==> config.mk <==
export PLATFORM = sky130hd
export DESIGN_NAME = ifetch_fsm
export DESIGN_NICKNAME = d
export VERILOG_FILES = /design/src/rtl/ifetch_pkg.sv /design/src/rtl/ifetch_fsm_pc_reg.sv /design/src/rtl/ifetch_fsm.sv
export SDC_FILE = /design/constraint.sdc
export NUM_CORES = 1
export LEC_CHECK = 0
export ABC_AREA = 1
export CAP_MARGIN = 20
export CORE_MARGIN = 4
export CORE_UTILIZATION = 49
export CTS_BUF_LIST = sky130_fd_sc_hd__clkbuf_8
export DETAILED_ROUTE_END_ITERATION = 6
export PLACE_DENSITY = 0.94
export SETUP_SLACK_MARGIN = 0.02
export SLEW_MARGIN = 20
export SYNTH_ARGS = -nofsm -noshare
export SYNTH_HDL_FRONTEND = slang
export SYNTH_SLANG_ARGS = --single-unit
==> constraint.sdc <==
create_clock -name clk -period 1.5 [get_ports clk]
set_input_delay 0.15 -clock clk [delete_from_list [all_inputs] [get_ports clk]]
set_output_delay 0.15 -clock clk [all_outputs]
set_load 0.01 [all_outputs]
==> src/rtl/ifetch_pkg.sv <==
// Shared state encoding and bus constants for the instruction-fetch controller.
package ifetch_pkg;

  typedef enum logic [2:0] {
    S_IDLE  = 3'd0,
    S_ADDR  = 3'd1,
    S_MEM   = 3'd2,
    S_LATCH = 3'd3,
    S_XFER  = 3'd4,
    S_WAIT  = 3'd5,
    S_FAULT = 3'd6
  } state_t;

  localparam logic RW_READ = 1'b1;

endpackage

==> src/rtl/ifetch_fsm_pc_reg.sv <==
// Program counter: async reset to RESET_PC, branch load wins over increment.
module pc_reg #(
  parameter int ADDR_W = 16,
  parameter logic [ADDR_W-1:0] RESET_PC = '0
) (
  input  logic              clk,
  input  logic              rst,
  input  logic              inc,
  input  logic              load,
  input  logic [ADDR_W-1:0] load_val,
  output logic [ADDR_W-1:0] pc
);

  logic [ADDR_W-1:0] pc_d, pc_q;

  // Next PC: load has priority; increment wraps naturally at 2^ADDR_W.
  always_comb begin
    pc_d = pc_q;
    if (load) begin
      pc_d = load_val;
    end else if (inc) begin
      pc_d = pc_q + 1'b1;
    end
  end

  // PC register.
  always_ff @(posedge clk or posedge rst) begin
    if (rst) begin
      pc_q <= RESET_PC;
    end else begin
      pc_q <= pc_d;
    end
  end

  assign pc = pc_q;

endmodule

==> src/rtl/ifetch_fsm.sv <==
// Instruction-fetch controller: sequences MAR/MDR/IR strobes for one or more
// memory words per instruction, with MFC timeout, fault/retry and branch load.
//
// state   | meaning
// --------+-----------------------------------------------------------
// S_IDLE  | after reset; starts the first fetch on the next edge
// S_ADDR  | PC onto bus, latch into MAR; clears the MFC wait counter
// S_MEM   | memory read in progress, waiting for MFC (bounded)
// S_LATCH | memory data into MDR
// S_XFER  | MDR onto bus into IR slot word_idx; PC advances on exit
// S_WAIT  | full instruction held in IR; waits for execute done
// S_FAULT | MFC never arrived; held until retry or reset
module ifetch_fsm
  import ifetch_pkg::*;
#(
  parameter int ADDR_W = 16,
  parameter int WORDS_PER_INSTR = 1,
  parameter int MFC_TIMEOUT = 15,
  parameter logic [ADDR_W-1:0] RESET_PC = '0
) (
  input  logic              clk,
  input  logic              rst,
  input  logic              done,
  input  logic              MFC,
  input  logic              pc_load,
  input  logic [ADDR_W-1:0] pc_load_val,
  input  logic              retry,
  output logic [ADDR_W-1:0] pc_out,
  output logic              PCoutEN,
  output logic              marIn,
  output logic              memEN,
  output logic              RW,
  output logic              mdReadEN,
  output logic              mdrOut,
  output logic              IRin,
  output logic [1:0]        word_idx,
  output logic              instr_valid,
  output logic              fault
);

  // Counter must hold MFC_TIMEOUT itself, since it keeps counting on the
  // cycle that expires into S_FAULT.
  localparam int CNT_W = (MFC_TIMEOUT < 2) ? 1 : $clog2(MFC_TIMEOUT + 1);
  localparam logic [CNT_W-1:0] CNT_LAST = CNT_W'(MFC_TIMEOUT - 1);
  localparam logic [1:0] WORD_LAST = 2'(WORDS_PER_INSTR - 1);

  state_t state_d, state_q;
  logic [1:0] word_d, word_q;
  logic [CNT_W-1:0] cnt_d, cnt_q;
  logic pc_inc, pc_ld;

  pc_reg #(
    .ADDR_W   (ADDR_W),
    .RESET_PC (RESET_PC)
  ) u_pc_reg (
    .clk      (clk),
    .rst      (rst),
    .inc      (pc_inc),
    .load     (pc_ld),
    .load_val (pc_load_val),
    .pc       (pc_out)
  );

  // State, word slot and MFC wait counter registers.
  always_ff @(posedge clk or posedge rst) begin
    if (rst) begin
      state_q <= S_IDLE;
      word_q  <= '0;
      cnt_q   <= '0;
    end else begin
      state_q <= state_d;
      word_q  <= word_d;
      cnt_q   <= cnt_d;
    end
  end

  // Next-state logic plus PC increment/load requests.
  always_comb begin
    state_d = state_q;
    word_d  = word_q;
    cnt_d   = cnt_q;
    pc_inc  = 1'b0;
    pc_ld   = 1'b0;
    case (state_q)
      S_IDLE: begin
        state_d = S_ADDR;
      end
      S_ADDR: begin
        state_d = S_MEM;
        cnt_d   = '0;
      end
      S_MEM: begin
        // MFC wins even on the cycle the wait would expire.
        if (MFC) begin
          state_d = S_LATCH;
        end else begin
          cnt_d = cnt_q + 1'b1;
          if (cnt_q == CNT_LAST) begin
            state_d = S_FAULT;
          end
        end
      end
      S_LATCH: begin
        state_d = S_XFER;
      end
      S_XFER: begin
        pc_inc = 1'b1;
        if (word_q == WORD_LAST) begin
          state_d = S_WAIT;
          word_d  = '0;
        end else begin
          state_d = S_ADDR;
          word_d  = word_q + 1'b1;
        end
      end
      S_WAIT: begin
        if (done) begin
          state_d = S_ADDR;
          pc_ld   = pc_load;
        end
      end
      S_FAULT: begin
        // PC and word slot untouched so the same word is refetched.
        if (retry) begin
          state_d = S_ADDR;
        end
      end
      default: begin
        state_d = S_IDLE;
      end
    endcase
  end

  // Moore output decode from the state register only.
  always_comb begin
    PCoutEN     = 1'b0;
    marIn       = 1'b0;
    memEN       = 1'b0;
    RW          = 1'b0;
    mdReadEN    = 1'b0;
    mdrOut      = 1'b0;
    IRin        = 1'b0;
    instr_valid = 1'b0;
    fault       = 1'b0;
    case (state_q)
      S_ADDR: begin
        PCoutEN = 1'b1;
        marIn   = 1'b1;
      end
      S_MEM: begin
        memEN = 1'b1;
        RW    = RW_READ;
      end
      S_LATCH: begin
        memEN    = 1'b1;
        RW       = RW_READ;
        mdReadEN = 1'b1;
      end
      S_XFER: begin
        mdrOut = 1'b1;
        IRin   = 1'b1;
      end
      S_WAIT: begin
        instr_valid = 1'b1;
      end
      S_FAULT: begin
        fault = 1'b1;
      end
      default: begin
      end
    endcase
  end

  assign word_idx = word_q;

endmodule

Word-level counts from Yosys, hierarchy flattened
Cells that the tools add are included.
- add/subtract/negate cells: 3
- equal/unequal tests: 11
- multiplexer cells: 19
- reductions and logical operators: 7
- operators by type and width (kind ; number):
    $mux W16 ; 2
    $pmux W3 S7 ; 1
    $add A16 B1 Y16 const B ; 1
    $mux W3 ; 5
    $eq A3 B3 Y1 const B ; 3
    $mux W1 ; 8
    $pmux W4 S2 ; 1
    $eq A3 B2 Y1 const B ; 2
    $ne A2 B2 Y1 const B ; 3
    $add A4 B1 Y4 const B ; 1
    $eq A4 B4 Y1 const B ; 1
    $mux W4 ; 1
    $reduce_bool A2 Y1 ; 2
    $eq A3 B1 Y1 const B ; 1
    $logic_not A3 Y1 ; 1
    $ne A3 B3 Y1 const B ; 1
    $reduce_and A3 Y1 ; 1
    $add A2 B1 Y2 const B ; 1
    $logic_not A2 Y1 ; 1
    $mux W2 ; 1
    $reduce_and A2 Y1 ; 1
    $reduce_or A2 Y1 ; 1
- flip-flop bits (word level): 25
- input bits: 22
- output and inout port bits: 27
- word-level logic and storage cells: 44

Longest topological paths before layout
Gate-level depths: netlist of the first run.
- depth in word-level cells: 4
- mapped depth: 9

Modules after synthesis
A second synthesis of the first run with hierarchy kept.
- cells, all modules: 220
- area, all modules: 1684.1 µm²
- modules (own cells, without submodules) (module ; times used ; cells each ; area each (µm²)):
    pc_reg ; 1 ; 135 ; 1052.3
    ifetch_fsm ; 1 ; 85 ; 631.9

Worst setup path after synthesis of the first run
No wires, ideal clock.
- path type: register to register
- start point: register u_pc_reg.pc_q[0] (netlist: u_pc_reg.pc[0])
- end point: register u_pc_reg.pc_q[10] (netlist: u_pc_reg.pc[10])
- library setup time: 116 ps
- data arrival time: 1251 ps
- setup slack: 132 ps
- stages on the path, launching flop included: 9
- buffers on the path: 0
- clock period less this slack: 1368 ps
- cells stage by stage: dfrtp_1 > ha_1 > nand3_1 > inv_1 > nand2_1 > o21ai_0 > nand3_1 > nand2_1 > nand2_1
- longest elaborated chain between the ends: 3
- RTL lines (what ; RTL line ; text):
    from (decl) ; ifetch_fsm_pc_reg.sv:14 ; logic [ADDR_W-1:0] pc_d, pc_q;
    from (signal assigned) ; ifetch_fsm_pc_reg.sv:31 ; pc_q <= pc_d;
    $add A16 B1 Y16 ; ifetch_fsm_pc_reg.sv:22 ; pc_d = pc_q + 1'b1;
    $mux W16 ; ifetch_fsm_pc_reg.sv:21 ; end else if (inc) begin
    $mux W16 ; ifetch_fsm_pc_reg.sv:19 ; if (load) begin
Every way passes these cells. The select of a mux whose other input is x is not followed.
A chain may end at the register's enable or synchronous reset.

Final worst setup path of the first run
- start point: register u_pc_reg.pc_q[3] (netlist: u_pc_reg.pc[3])
- end point: register u_pc_reg.pc_q[15] (netlist: u_pc_reg.pc[15])
The elaborated chain is that of the path after synthesis.

==> reports/summary.txt, run 1 <==
Critical R2R Capture -> u_pc_reg.pc[15]
Die span in y -> 67.5 um
Final period util -> 1.01
I/O pin cnt -> 49
Avg WL per Cell -> 14.2 um
Worst skew pair latency -> 0.27 ns
WP data arrival -> 1.68 ns
GRT Total Usage -> 0.237
HPWL Detailed -> 3.40 mm
Drt total wl -> 5.26 mm
CTS tree -> built
Mean post-synth cell area -> 6.85 sq um
Final hold violation count -> 0
Most used cell, CP -> nand2_1
Reg2reg start -> u_pc_reg.pc[3]
Core area -> 3390 sq um
First-pass GRT wire length -> 8.38 mm
Final Critical Period -> 1.51 ns
Syn_nets -> 280
# H-tree levels -> 1
Required time of the critical path -> 1.67 ns
Max Cap Viol -> 0
Initial Utilization -> 0.512
Critical path's largest stage delay -> 0.44 ns
R2R cell count -> 7
Failing checks -> negative setup slack
Share of layout cells above drive strength 1 -> 0.216
Outcome -> finished with violations
# DRC -> 0
Largest net degree at the start of global routing -> 26
N_diodes -> 0
Grt total ovfl -> 0
Synth warn -> 0
FF+latch count, synth -> 25
CTS root buf -> clkbuf_8
Pwr Density -> 1510 nW/um^2
Fmax -> 0.661 GHz
Fin util -> 0.739
Crit path max-delay cell type -> dfrtp_1
Max-slew violation count -> 0
Simple-gate portion of the synthesized area -> 0.386
Synth Area in Adders -> 0.0361
Worst-Margin Slew -> 0.315 ns
Fin Clk Skew -> 0.00554 ns
Worst-path cell chain -> nand2_1 -> nor2_1 -> nand2_2 -> o21ai_1 -> nand3_1 -> nand2_1 -> nand2_1
WS Path Type -> reg -> reg
Maximum root-to-sink buffer count -> 2
Crit Path Max Fanout -> 5
Fin nets -> 352
Die area -> 4550 sq um
Slew headroom -> 0.790
CP Capture Type -> flop
R2R setup slack -> -0.01 ns
Main combinational cell family by area after synthesis -> simple AND/OR/NAND/NOR gates
Initial antenna violation count -> 0
1st-pass router iterations -> 6
Setup ws final -> -0.0118 ns
Row count -> 21
Register area share after synthesis -> 0.361
Via count -> 1973
Gpl congestion -> 0.865
Initial drt markers -> 234
RSZ-0062 raised after global routing -> true
Final setup violation count -> 1
LEAKAGE -> 0.00131 uW
Worst min-delay path category -> in -> async
Synth Area in Compound Gates -> 0.0924
CTS Buf Count -> 3
Distinct cells, synth -> 29
Clk pin slew, worst setup/hold paths -> 0.09 ns
Chip width -> 67.5 um
Mux cell area share after synthesis -> 0
Power Total -> 3770 uW
Synth Area in XOR/XNOR -> 0.0152
IO Port Bufs -> 48
Synthesis-to-finish area growth -> 44.4%
Vias in the first global route -> 1905
Startpoint types -> flop
Routed Antenna Nets -> 0
CTS sink count -> 25
Mapped Area -> 1730 sq um
Vias per cell -> 5.33
Max reg flops -> 16
Post-synthesis cell count -> 253
Peak supply drop -> 776 uV
[cells in the mapped netlist, drive strengths merged]
library cell	count	area, sq um
nand2	71	267
o31ai	1	7.51
nor2	40	184
nor3	2	10.0
a22oi	1	7.51
o211ai	1	7.51
a21oi	9	45.0
inv	33	124
ha	5	62.6
xor2	3	26.3
o21ai	14	70.1
buf	9	66.3
o21a	1	7.51
nand4	5	31.3
a211oi	2	15.0
or2	3	18.8
and3	1	6.26
dfrtp	25	626
nand3	27	153
[worst max-delay path by stage]
stage | from | end | slack, ns | cells past startpoint
5_1_grt | state_q[2] | u_pc_reg.pc[7] | -0.05 | 7
3_5_place_dp | done | u_pc_reg.pc[13] | -0.03 | 8
6_report | u_pc_reg.pc[3] | u_pc_reg.pc[15] | -0.01 | 7
2_1_floorplan | u_pc_reg.pc[0] | u_pc_reg.pc[10] | 0.13 | 8
4_1_cts | state_q[2] | PCoutEN | -0.02 | 5
3_3_place_gp | done | u_pc_reg.pc[15] | 0.007 | 8
[timing repair]
action / 4_1_cts / 5_1_grt
hold buffers: 0 / 0
endpoints found under the setup margin: 10 / 26
gates resized for setup: 18 / 36
endpoints found under the hold margin: 0 / 0
setup buffers: 4 / 7
[area by class of cell]
type                            count  area (sq um)
Fill cell                         234           885
Inverter                           33           134
Sequential cell                    25           634
Clock inverter                      1          3.75
Tap cell                           46          57.6
Timing Repair Buffer               76           674
Clock buffer                        3          41.3
Multi-Input combinational cell    186           960
[worst max-delay path: cells and delay by family (launching register included)]
kind | cells | cell delay (ns)
and+or+nand+nor | 6 | 0.76
DFF | 1 | 0.44
AOI/OAI and AO/OA | 1 | 0.20
[power by group]
group | switching, uW | total [uW] | internal [uW] | leakage [uW]
Clock | 217 | 401 | 184 | 0.0000269
Combinational | 1110 | 2140 | 1030 | 0.000964
Sequential | 324 | 1230 | 908 | 0.000315
[layout by cell type (no fill, tap or decap), types with 8 or more instances in the layout]
| cell type | Yosys | routed |
|---|---|---|
| nand3_1 | 25 | 22 |
| buf_4 | 6 | 26 |
| o21ai_1 | 6 | 8 |
| nand2_1 | 71 | 70 |
| inv_1 | 28 | 27 |
| dfrtp_1 | 25 | 18 |
| nor2_1 | 36 | 30 |
| a21oi_1 | 9 | 8 |
| clkdlybuf4s50_1 | 0 | 37 |
[metal layers]
layer | track usage | vias to the layer above | share of wire
met5 | 0 | - | 0
li1 | - | 943 | -
met1 | 0.296 | 895 | 0.41
met4 | 0.124 | 0 | 0.043
met3 | 0.0349 | 23 | 0.082
met2 | 0.392 | 112 | 0.47
[metrics by stage]
step | hold slack, ns | setup TNS (ns) | instance area, sq um | setup WS (ns) | instances
after detailed placement | 0.532 | -0.165 | 2350 | -0.0331 | 355
after global routing | 0.281 | -0.0626 | 2500 | -0.0494 | 370
after floorplan | 0.177 | 0 | 1730 | 0.132 | 253
after global placement | 0.516 | 0 | 2350 | 0.00681 | 355
after CTS | 0.248 | -0.0385 | 2420 | -0.0242 | 363
final | 0.217 | -0.0118 | 2500 | -0.0118 | 370
[kinds of logic after synthesis]
family	Yosys count
simple gates	149
buf+inv	42
compound gates	29
flops	25
fa+ha+maj	5
xor+xnor	3
Power figures use the tool's default switching activity.
==> inputs of run 2 (changes only) <==
- CTS_CLUSTER_SIZE: default -> 12
- HOLD_SLACK_MARGIN: default -> 0.12
==> results of run 2 <==
No change in the layout: final DEF, timing and power equal those of run 1.
